### config.mk
export PLATFORM = sky130hd
export DESIGN_NAME = stream_mux_rr_flat
export DESIGN_NICKNAME = d
export VERILOG_FILES = /design/src/rtl/stream_mux_rr_if.sv /design/src/rtl/stream_mux_rr.sv /design/src/flat_wrapper.sv
export SDC_FILE = /design/constraint.sdc
export NUM_CORES = 1
export LEC_CHECK = 0
export ABC_AREA = 1
export CAP_MARGIN = 20
export CORE_MARGIN = 2
export CORE_UTILIZATION = 41
export CTS_CLUSTER_SIZE = 14
export DETAILED_ROUTE_END_ITERATION = 16
export HOLD_SLACK_MARGIN = 0.06
export PLACE_DENSITY = 0.88
export REMOVE_ABC_BUFFERS = 1
export SLEW_MARGIN = 5
export SYNTH_ARGS = -nofsm -noshare
export SYNTH_HDL_FRONTEND = slang
export SYNTH_SLANG_ARGS = --single-unit
### constraint.sdc
create_clock -name clk -period 2.3 [get_ports clk]
set_input_delay 0.46 -clock clk [delete_from_list [all_inputs] [get_ports clk]]
set_output_delay 0.46 -clock clk [all_outputs]
set_load 0.02 [all_outputs]
### src/rtl/stream_mux_rr_if.sv
// rtl/stream_mux_rr_if.sv - handshake/data bundle between the producers, the mux and its consumer
interface stream_mux_rr_if #(
    parameter int WIDTH    = 8,
    parameter int CHANNELS = 4,
    parameter int SEL_W    = 2
);
    logic [CHANNELS*WIDTH-1:0] in_data;
    logic [CHANNELS-1:0]       in_valid;
    logic [CHANNELS-1:0]       in_ready;
    logic [SEL_W-1:0]          sel;
    logic                      rr_mode;
    logic [WIDTH-1:0]          out_data;
    logic [SEL_W-1:0]          out_chan;
    logic                      out_valid;
    logic                      out_ready;

    // master: the producers/consumer side; slave: the mux itself
    modport master (
        output in_data, in_valid, sel, rr_mode, out_ready,
        input  in_ready, out_data, out_chan, out_valid
    );

    modport slave (
        input  in_data, in_valid, sel, rr_mode, out_ready,
        output in_ready, out_data, out_chan, out_valid
    );
endinterface

### src/rtl/stream_mux_rr.sv
// rtl/stream_mux_rr.sv - N-channel valid/ready mux, explicit or round-robin select, registered output
// Optional transfer counter port xfer_count enabled by STREAM_MUX_COUNT_EN.
module stream_mux_rr #(
    parameter int WIDTH    = 8,
    parameter int CHANNELS = 4,
    parameter int SEL_W    = 2
) (
    input  logic              clk,
    input  logic              rst_n,
    stream_mux_rr_if.slave    bus
`ifdef STREAM_MUX_COUNT_EN
    ,
    output logic [15:0]       xfer_count
`endif
);
    logic [WIDTH-1:0] out_data_q,   out_data_d;
    logic [SEL_W-1:0] out_chan_q,   out_chan_d;
    logic             out_valid_q,  out_valid_d;
    logic [SEL_W-1:0] last_grant_q, last_grant_d;

    logic             space;
    logic             gnt_vld;
    logic [SEL_W-1:0] gnt;
    logic [SEL_W-1:0] idx;
    logic [WIDTH-1:0] gnt_data;
    logic             xfer;

    assign space = ~out_valid_q | bus.out_ready;

    // Round-robin scan starts one past the last winner and ends on it, so a lone requester keeps winning.
    always_comb begin
        gnt_vld = 1'b0;
        gnt     = '0;
        idx     = '0;
        if (bus.rr_mode) begin
            for (int k = 1; k <= CHANNELS; k++) begin
                idx = SEL_W'((int'(last_grant_q) + k) % CHANNELS);
                if (!gnt_vld && bus.in_valid[idx]) begin
                    gnt_vld = 1'b1;
                    gnt     = idx;
                end
            end
        end else begin
            for (int c = 0; c < CHANNELS; c++) begin
                if (bus.sel == SEL_W'(c) && bus.in_valid[c]) begin
                    gnt_vld = 1'b1;
                    gnt     = SEL_W'(c);
                end
            end
        end
    end

    assign gnt_data = bus.in_data[gnt*WIDTH +: WIDTH];
    assign xfer     = gnt_vld & space & rst_n;

    always_comb begin
        bus.in_ready = '0;
        if (xfer) begin
            bus.in_ready[gnt] = 1'b1;
        end
    end

    always_comb begin
        out_data_d   = out_data_q;
        out_chan_d   = out_chan_q;
        out_valid_d  = out_valid_q;
        last_grant_d = last_grant_q;
        if (xfer) begin
            out_data_d  = gnt_data;
            out_chan_d  = gnt;
            out_valid_d = 1'b1;
            if (bus.rr_mode) begin
                last_grant_d = gnt;
            end
        end else if (out_valid_q && bus.out_ready) begin
            out_valid_d = 1'b0;
        end
    end

    always_ff @(posedge clk or negedge rst_n) begin
        if (!rst_n) begin
            out_data_q   <= '0;
            out_chan_q   <= '0;
            out_valid_q  <= 1'b0;
            last_grant_q <= SEL_W'(CHANNELS - 1);
        end else begin
            out_data_q   <= out_data_d;
            out_chan_q   <= out_chan_d;
            out_valid_q  <= out_valid_d;
            last_grant_q <= last_grant_d;
        end
    end

    assign bus.out_data  = out_data_q;
    assign bus.out_chan  = out_chan_q;
    assign bus.out_valid = out_valid_q;

`ifdef STREAM_MUX_COUNT_EN
    logic [15:0] cnt_q, cnt_d;

    always_comb begin
        cnt_d = cnt_q;
        if (xfer && cnt_q != 16'hFFFF) begin
            cnt_d = cnt_q + 16'd1;
        end
    end

    always_ff @(posedge clk or negedge rst_n) begin
        if (!rst_n) begin
            cnt_q <= '0;
        end else begin
            cnt_q <= cnt_d;
        end
    end

    assign xfer_count = cnt_q;
`endif
endmodule

### src/flat_wrapper.sv
// flat-port wrapper written by rule: the top's interface ports become plain ports
module stream_mux_rr_flat 
#(
    parameter int WIDTH    = 8,
    parameter int CHANNELS = 4,
    parameter int SEL_W    = 2
)
  (clk, rst_n, bus_in_data, bus_in_valid, bus_sel, bus_rr_mode, bus_out_ready, bus_in_ready, bus_out_data, bus_out_chan, bus_out_valid);
  stream_mux_rr_if #(.WIDTH(WIDTH), .CHANNELS(CHANNELS), .SEL_W(SEL_W)) bus_i ();
  input  logic clk;
  input  logic rst_n;
  input wire logic [$bits(bus_i.in_data)-1:0] bus_in_data;
  input wire logic [$bits(bus_i.in_valid)-1:0] bus_in_valid;
  input wire logic [$bits(bus_i.sel)-1:0] bus_sel;
  input wire logic [$bits(bus_i.rr_mode)-1:0] bus_rr_mode;
  input wire logic [$bits(bus_i.out_ready)-1:0] bus_out_ready;
  output wire logic [$bits(bus_i.in_ready)-1:0] bus_in_ready;
  output wire logic [$bits(bus_i.out_data)-1:0] bus_out_data;
  output wire logic [$bits(bus_i.out_chan)-1:0] bus_out_chan;
  output wire logic [$bits(bus_i.out_valid)-1:0] bus_out_valid;
  assign bus_i.in_data = bus_in_data;
  assign bus_i.in_valid = bus_in_valid;
  assign bus_i.sel = bus_sel;
  assign bus_i.rr_mode = bus_rr_mode;
  assign bus_i.out_ready = bus_out_ready;
  assign bus_in_ready = bus_i.in_ready;
  assign bus_out_data = bus_i.out_data;
  assign bus_out_chan = bus_i.out_chan;
  assign bus_out_valid = bus_i.out_valid;
  stream_mux_rr #(.WIDTH(WIDTH), .CHANNELS(CHANNELS), .SEL_W(SEL_W)) u_core (.clk(clk), .rst_n(rst_n), .bus(bus_i));
endmodule
# After elaboration in Yosys (flattened, before gate mapping)
# Index checks and enable logic that the tools add are counted.
[totals]
in_bits = 42
wordCells = 70
out_inout_bits = 15
reg_bits = 13
[op_classes]
n_bitwise = 4
n_lt_le_gt_ge = 6
n_reduce_logical = 15
shift = 1
mux = 33
eq_ne = 3
n_addsub = 4
[op_table]
columns = ["op", "count"]
rows = [
  ["variable part select 32 x 6 -> 8 bit", 1],
  ["two-way mux 1 bit", 20],
  ["< comparator 2 x 3 -> 1 bit (second input constant)", 5],
  ["two-way mux 2 bit", 7],
  ["logical AND 1 bit", 9],
  ["binary-select mux 1 bit (select 2 bit)", 4],
  ["adder 2 x 1 -> 2 bit (second input constant)", 2],
  ["adder 2 bit (second input constant)", 2],
  ["equality test 2 bit (second input constant)", 2],
  ["two-way mux 4 bit", 1],
  ["zero test 1 bit", 3],
  ["bitwise AND 1 bit", 2],
  ["demux 1 bit (select 2 bit)", 1],
  ["equality test 2 x 1 -> 1 bit (second input constant)", 1],
  ["greater-or-equal comparator 2 x 1 -> 1 bit (second input constant)", 1],
  ["zero test 2 bit", 1],
  ["AND reduction 2 bit", 1],
  ["nonzero test 2 bit", 1],
  ["NOT 1 bit", 1],
  ["bitwise OR 1 bit", 1],
]

# Depth between registers and ports, before layout
# Gate-level depths: netlist of run 1.
[depth]
depth_word = 22
ltp_mapped = 18
depth_no_buf = 16

# Worst setup path before layout of run 1
# Ideal clock, no wire load.
[synth_timing]
path_kind = "register to output"
start = "reg u_core.last_grant_q[1]"
end = "out bus_in_ready[0]"
required_ps = 1840
path_stages_with_launch = 15
arrival_ps = 1870
path_slack_ps = -30
n_path_buf = 2
path_cell_list = "dfstp_2 buf_4 inv_2 nand2_2 nand2_2 nand2_2 nand2_2 inv_1 nand2_1 a21oi_1 nand2_2 nand2_4 buf_6 nand2_1 nor2_1"
[synth_via]
elab_chain_len = 22
elab_cells_between_ends = 39
cone_classes = "add/sub (4); order compare (2); mux (24); bitwise (2); reduce/logical (7)"
[synth_lines]
columns = ["element", "line_no", "source"]
rows = [
  ["from (decl)", "stream_mux_rr.sv:19", "logic [SEL_W-1:0] last_grant_q, last_grant_d;"],
  ["from (signal assigned)", "stream_mux_rr.sv:85", "last_grant_q <= SEL_W'(CHANNELS - 1);"],
  ["from (signal assigned)", "stream_mux_rr.sv:90", "last_grant_q <= last_grant_d;"],
  ["adder 2 x 1 -> 2 bit", "stream_mux_rr.sv:37", "idx = SEL_W'((int'(last_grant_q) + k) % CHANNELS);"],
  ["binary-select mux 1 bit (select 2 bit)", "stream_mux_rr.sv:38", "if (!gnt_vld && bus.in_valid[idx]) begin"],
  ["two-way mux 1 bit (implied by the code)", "stream_mux_rr.sv:38", ""],
  ["two-way mux 1 bit", "stream_mux_rr.sv:38", ""],
  ["two-way mux 1 bit", "stream_mux_rr.sv:35", "if (bus.rr_mode) begin"],
  ["zero test 1 bit", "stream_mux_rr.sv:38", ""],
  ["logical AND 1 bit", "stream_mux_rr.sv:38", ""],
  ["two-way mux 1 bit", "stream_mux_rr.sv:38", ""],
  ["[... 6 more ...]", "n/a", ""],
  ["logical AND 1 bit", "stream_mux_rr.sv:38", ""],
  ["two-way mux 2 bit", "stream_mux_rr.sv:38", ""],
  ["two-way mux 2 bit", "stream_mux_rr.sv:35", ""],
  ["< comparator 2 x 3 -> 1 bit (implied by the code) or greater-or-equal comparator 2 x 1 -> 1 bit (tied branches)", "stream_mux_rr.sv:59", "bus.in_ready[gnt] = 1'b1;"],
  ["logical AND 1 bit (implied by the code)", "stream_mux_rr.sv:59", ""],
  ["two-way mux 1 bit (implied by the code)", "stream_mux_rr.sv:59", ""],
  ["demux 1 bit (select 2 bit)", "n/a", ""],
  ["two-way mux 4 bit *", "stream_mux_rr.sv:58", "if (xfer) begin"],
  ["to (decl)", "flat_wrapper.sv:17", "output wire logic [$bits(bus_i.in_ready)-1:0] bus_in_ready;"],
]
# Every way passes the cells marked *; elsewhere a longest branch is shown, timed or not. The select of a mux whose other input is x is not followed.

# Worst setup path in the final report of run 1
[layout_timing]
start = "in bus_in_valid[2]"
end = "out bus_in_ready[0]"
[layout_via]
elab_chain_len = 21
elab_cells_between_ends = 40
cone_classes = "order compare (2); mux (28); bitwise (2); reduce/logical (8)"
[layout_lines]
columns = ["element", "line_no", "source"]
rows = [
  ["from (decl)", "flat_wrapper.sv:13", "input wire logic [$bits(bus_i.in_valid)-1:0] bus_in_valid;"],
  ["binary-select mux 1 bit (select 2 bit)", "stream_mux_rr.sv:38", ""],
  ["two-way mux 1 bit (implied by the code)", "stream_mux_rr.sv:38", ""],
  ["two-way mux 1 bit", "stream_mux_rr.sv:38", ""],
  ["two-way mux 1 bit", "stream_mux_rr.sv:35", ""],
  ["zero test 1 bit", "stream_mux_rr.sv:38", ""],
  ["logical AND 1 bit", "stream_mux_rr.sv:38", ""],
  ["two-way mux 1 bit", "stream_mux_rr.sv:38", ""],
  ["two-way mux 1 bit", "stream_mux_rr.sv:35", ""],
  ["[... 5 more ...]", "n/a", ""],
  ["logical AND 1 bit", "stream_mux_rr.sv:38", ""],
  ["two-way mux 2 bit", "stream_mux_rr.sv:38", ""],
  ["two-way mux 2 bit", "stream_mux_rr.sv:35", ""],
  ["< comparator 2 x 3 -> 1 bit (implied by the code) or greater-or-equal comparator 2 x 1 -> 1 bit (tied branches)", "stream_mux_rr.sv:59", ""],
  ["logical AND 1 bit (implied by the code)", "stream_mux_rr.sv:59", ""],
  ["two-way mux 1 bit (implied by the code)", "stream_mux_rr.sv:59", ""],
  ["demux 1 bit (select 2 bit)", "n/a", ""],
  ["two-way mux 4 bit *", "stream_mux_rr.sv:58", ""],
]
# Marks and branches as above.

==> results of run 1 <==
-- placed cells by master (no fill, tap or decap), drive strengths merged --
cell / count
nand4: 1
nand2: 101
dfrtp: 11
dfstp: 2
nand3: 24
a21oi: 1
buf: 31
clkdlybuf4s50: 52
o21ai: 3
nor3: 3
nor2: 16
inv: 29
clkbuf: 4
o211ai: 4
a31oi: 1
-- report_power, final --
group	internal (mW)	switching, mW
logic	0.738	0.946
clock network	0.0676	0.0828
registers	0.345	0.0846
total	1.15	1.11
-- worst max-delay path, cell delays in order --
cell	delay [ns]
clkdlybuf4s50_1	0.49
nand2_2	0.13
nand2_2	0.07
buf_4	0.13
a31oi_1	0.21
nand2_2	0.09
nor2_1	0.21
nor2_4	0.10
nor2_4	0.13
buf_6	0.12
-- sequential cells by signal, summed over array words and instances, names as in the netlist --
| signal | flops |
|---|---|
| u_core.bus.out_data | 8 |
| u_core.last_grant_q | 2 |
| u_core.bus.out_valid | 1 |
| u_core.bus.out_chan | 2 |
-- per-layer routing --
layer,global-route usage,vias up,part of all wire
met5,0,-,0
met4,0.01993,0,0.011
met3,0.04911,8,0.061
met2,0.3701,59,0.52
met1,0.2905,700,0.41
li1,-,781,-
-- worst max path at each step --
stage                                             startpoint         endpoint  slack, ns  cells after the start
final                                        bus_in_valid[2]  bus_in_ready[0]      -0.31                     10
after global routing                         bus_in_valid[0]  bus_in_ready[1]      -0.41                     14
after CTS                 u_core.last_grant_q[0]$_DFFE_PN1P_  bus_in_ready[3]      -0.23                     14
after detailed placement                     bus_in_valid[2]  bus_in_ready[1]      -0.75                     14
after global placement                       bus_in_valid[2]  bus_in_ready[1]      -0.71                     14
after floorplan           u_core.last_grant_q[0]$_DFFE_PN1P_  bus_in_ready[1]      -0.08                     14
-- kinds of logic (layout without fill, tap and decap cells) --
kind of cell	after synthesis	in the layout	share of synthesized area
flip-flops	13	13	0.2746
AO/OA/AOI/OAI	9	9	0.05032
buffers and inverters	34	116	0.1363
AND/OR/NAND/NOR	145	145	0.5388
-- cell type report --
class / instances / area, um^2 / area share
inverter: 29 / 116.4 / 0.05556
sequential: 13 / 327.8 / 0.1565
tap: 31 / 38.79 / 0.01852
timing repair buffer: 83 / 775.7 / 0.3704
clock buffer: 4 / 26.28 / 0.01254
multi-input combinational: 154 / 809.5 / 0.3865
-- through the flow --
step / hold WS (ns) / worst slack, ns / instances / utilization
floorplan: 0.1644 / -0.08286 / 196 / -
global placement: 0.4615 / -0.7112 / 304 / 0.6897
detailed placement: 0.4732 / -0.7482 / 304 / 0.6897
CTS: 0.4959 / -0.2290 / 314 / 0.7269
global route: 0.5020 / -0.4052 / 314 / 0.7595
finish: 0.4989 / -0.3118 / 314 / 0.7595
-- repair_timing --
action | 4_1_cts | 5_1_grt
resized for setup | 36 | 27
buffers inserted | 6 | 0
endpoints found under the setup margin | 4 | 7
cloned | 0 | 0
hold buffers | 0 | 0
pin swaps | 10 | 13
endpoints found under the hold margin | 0 | 0
==> flow_summary_export.csv, run 1 <==
group,metric,value,unit
outcome,status,"complete, but fails checks",
outcome,violations,"negative setup slack",
timing,max_freq,382.9,MHz
die,ios,57,
die,start_util,0.4328,
global_route,grt_overflow,0,
timing,fin_skew,0.004596,ns
yosys,synth_top_area_share,0.2673,
route,totalWireLength,3932,um
route,vias,1548,
route,dr.pass1.iters,4,
placement,port_buffers,56,
flow_run,maxCapViolations,0,
yosys,synth-edff-count,0,
cells_and_area,diodes,0,
yosys,post-synth-top-count-cell,"nand2_1",
power_and_ir_drop,p_per_area,1081,mW/mm^2
die,rows,19,
clocking,clock_sinks,13,
yosys,synth_ff_type,"dfrtp_1",
yosys,synthTopCellsByArea,"nand2_1 (27%), dfrtp_1 (23%), nand3_1 (10%)",
worst_setup_path,cp.required,1.84,ns
yosys,synth_common_cells,"nand2_1 (85), inv_1 (26), nand3_1 (24)",
yosys,synthArstFlopShare,1.000,
clocking,cts.clk_slew.worst_paths,0.08,ns
worst_setup_path,r2r-end,"u_core.bus.out_data[2]$_DFFE_PN0P_",
clocking,clock_path_buffers,2,
global_route,track_usage,0.2164,
yosys,synth-seq-area-share,0.2746,
timing,post-route-min-period,2.612,ns
worst_setup_path,start_kind,"input pin",
global_route,grt_pass1_wl,5713,um
placement,dp_hpwl,2601,um
hold_path,hp-class,"input pin to async pin",
yosys,syn-cell-area,0.001194,mm^2
timing,rsz0062_at_grt,"yes",
worst_setup_path,crit_arrival,2.15,ns
worst_setup_path,reg2reg_from,"u_core.last_grant_q[0]$_DFFE_PN1P_",
placement,routabilityCongestion,0.8969,
worst_setup_path,end_kind,"primary output",
power_and_ir_drop,vdd.ir_drop.worst,0.9921,mV
route,wire_per_inst,12.52,um
timing,min_period_over_period,1.136,
clocking,ctsRootBufferMaster,"clkbuf_4",
yosys,synth_area_leader_cell,"nand2_1",
clocking,cts_buffers,3,
die,die_y,57.96,um
cells_and_area,num-fill-cells,198,
timing,setup_tns,-1.115,ns
route,ant_nets,0,
worst_setup_path,crit_type,"input pin to primary output",
yosys,netlist_instances,201,
die,die-area,0.003359,mm^2
route,drtIter0Drc,59,
yosys,ys_warn_count,0,
global_route,grt_max_degree,17,
power_and_ir_drop,total_leakage_power,1.075,nW
cells_and_area,drive_gt1_frac,0.3074,
yosys,syn_avg_cell_area,5.939,um^2
timing,drv_slew,0,
timing,setup_viol,4,
global_route,antenna_found_initial,0,
route,drc,0,
clocking,insertion_delay,0.29,ns
power_and_ir_drop,power,2.264,mW
worst_setup_path,worstPathMaxFanout,4,
global_route,grt_pass1_vias,1356,
clocking,cts_tree,"built",
placement,placed_cell_area,0.001902,mm^2
timing,slew_headroom,0.7940,
yosys,synth_seq_cells,13,
clocking,htreeDepth,1,
timing,hold_viol,0,
die,die_w,57.96,um
timing,worst_pin_slew,0.3087,ns
cells_and_area,synthToLayoutAreaGrowth,75.47,%
worst_setup_path,r2r_slack,0.07,ns
route,viasPerCell,4.930,
timing,setup_slack,-0.3118,ns
cells_and_area,final_nets,326,
worst_setup_path,rr_worst_depth,14,
yosys,ys_types,23,
die,core_area,0.002758,mm^2
cells_and_area,final_cell_area,0.002095,mm^2
Power figures use the tool's default switching activity.
==> run 2, diff against run 1 <==
--- a/config.mk
+++ b/config.mk
@@ -6,7 +6,6 @@
 export NUM_CORES = 1
 export LEC_CHECK = 0
 export ABC_AREA = 1
-export CAP_MARGIN = 20
 export CORE_MARGIN = 2
 export CORE_UTILIZATION = 41
 export CTS_CLUSTER_SIZE = 14
==> results of run 2 <==
Same layout as run 1: the final DEF is identical, and so are final timing and power.
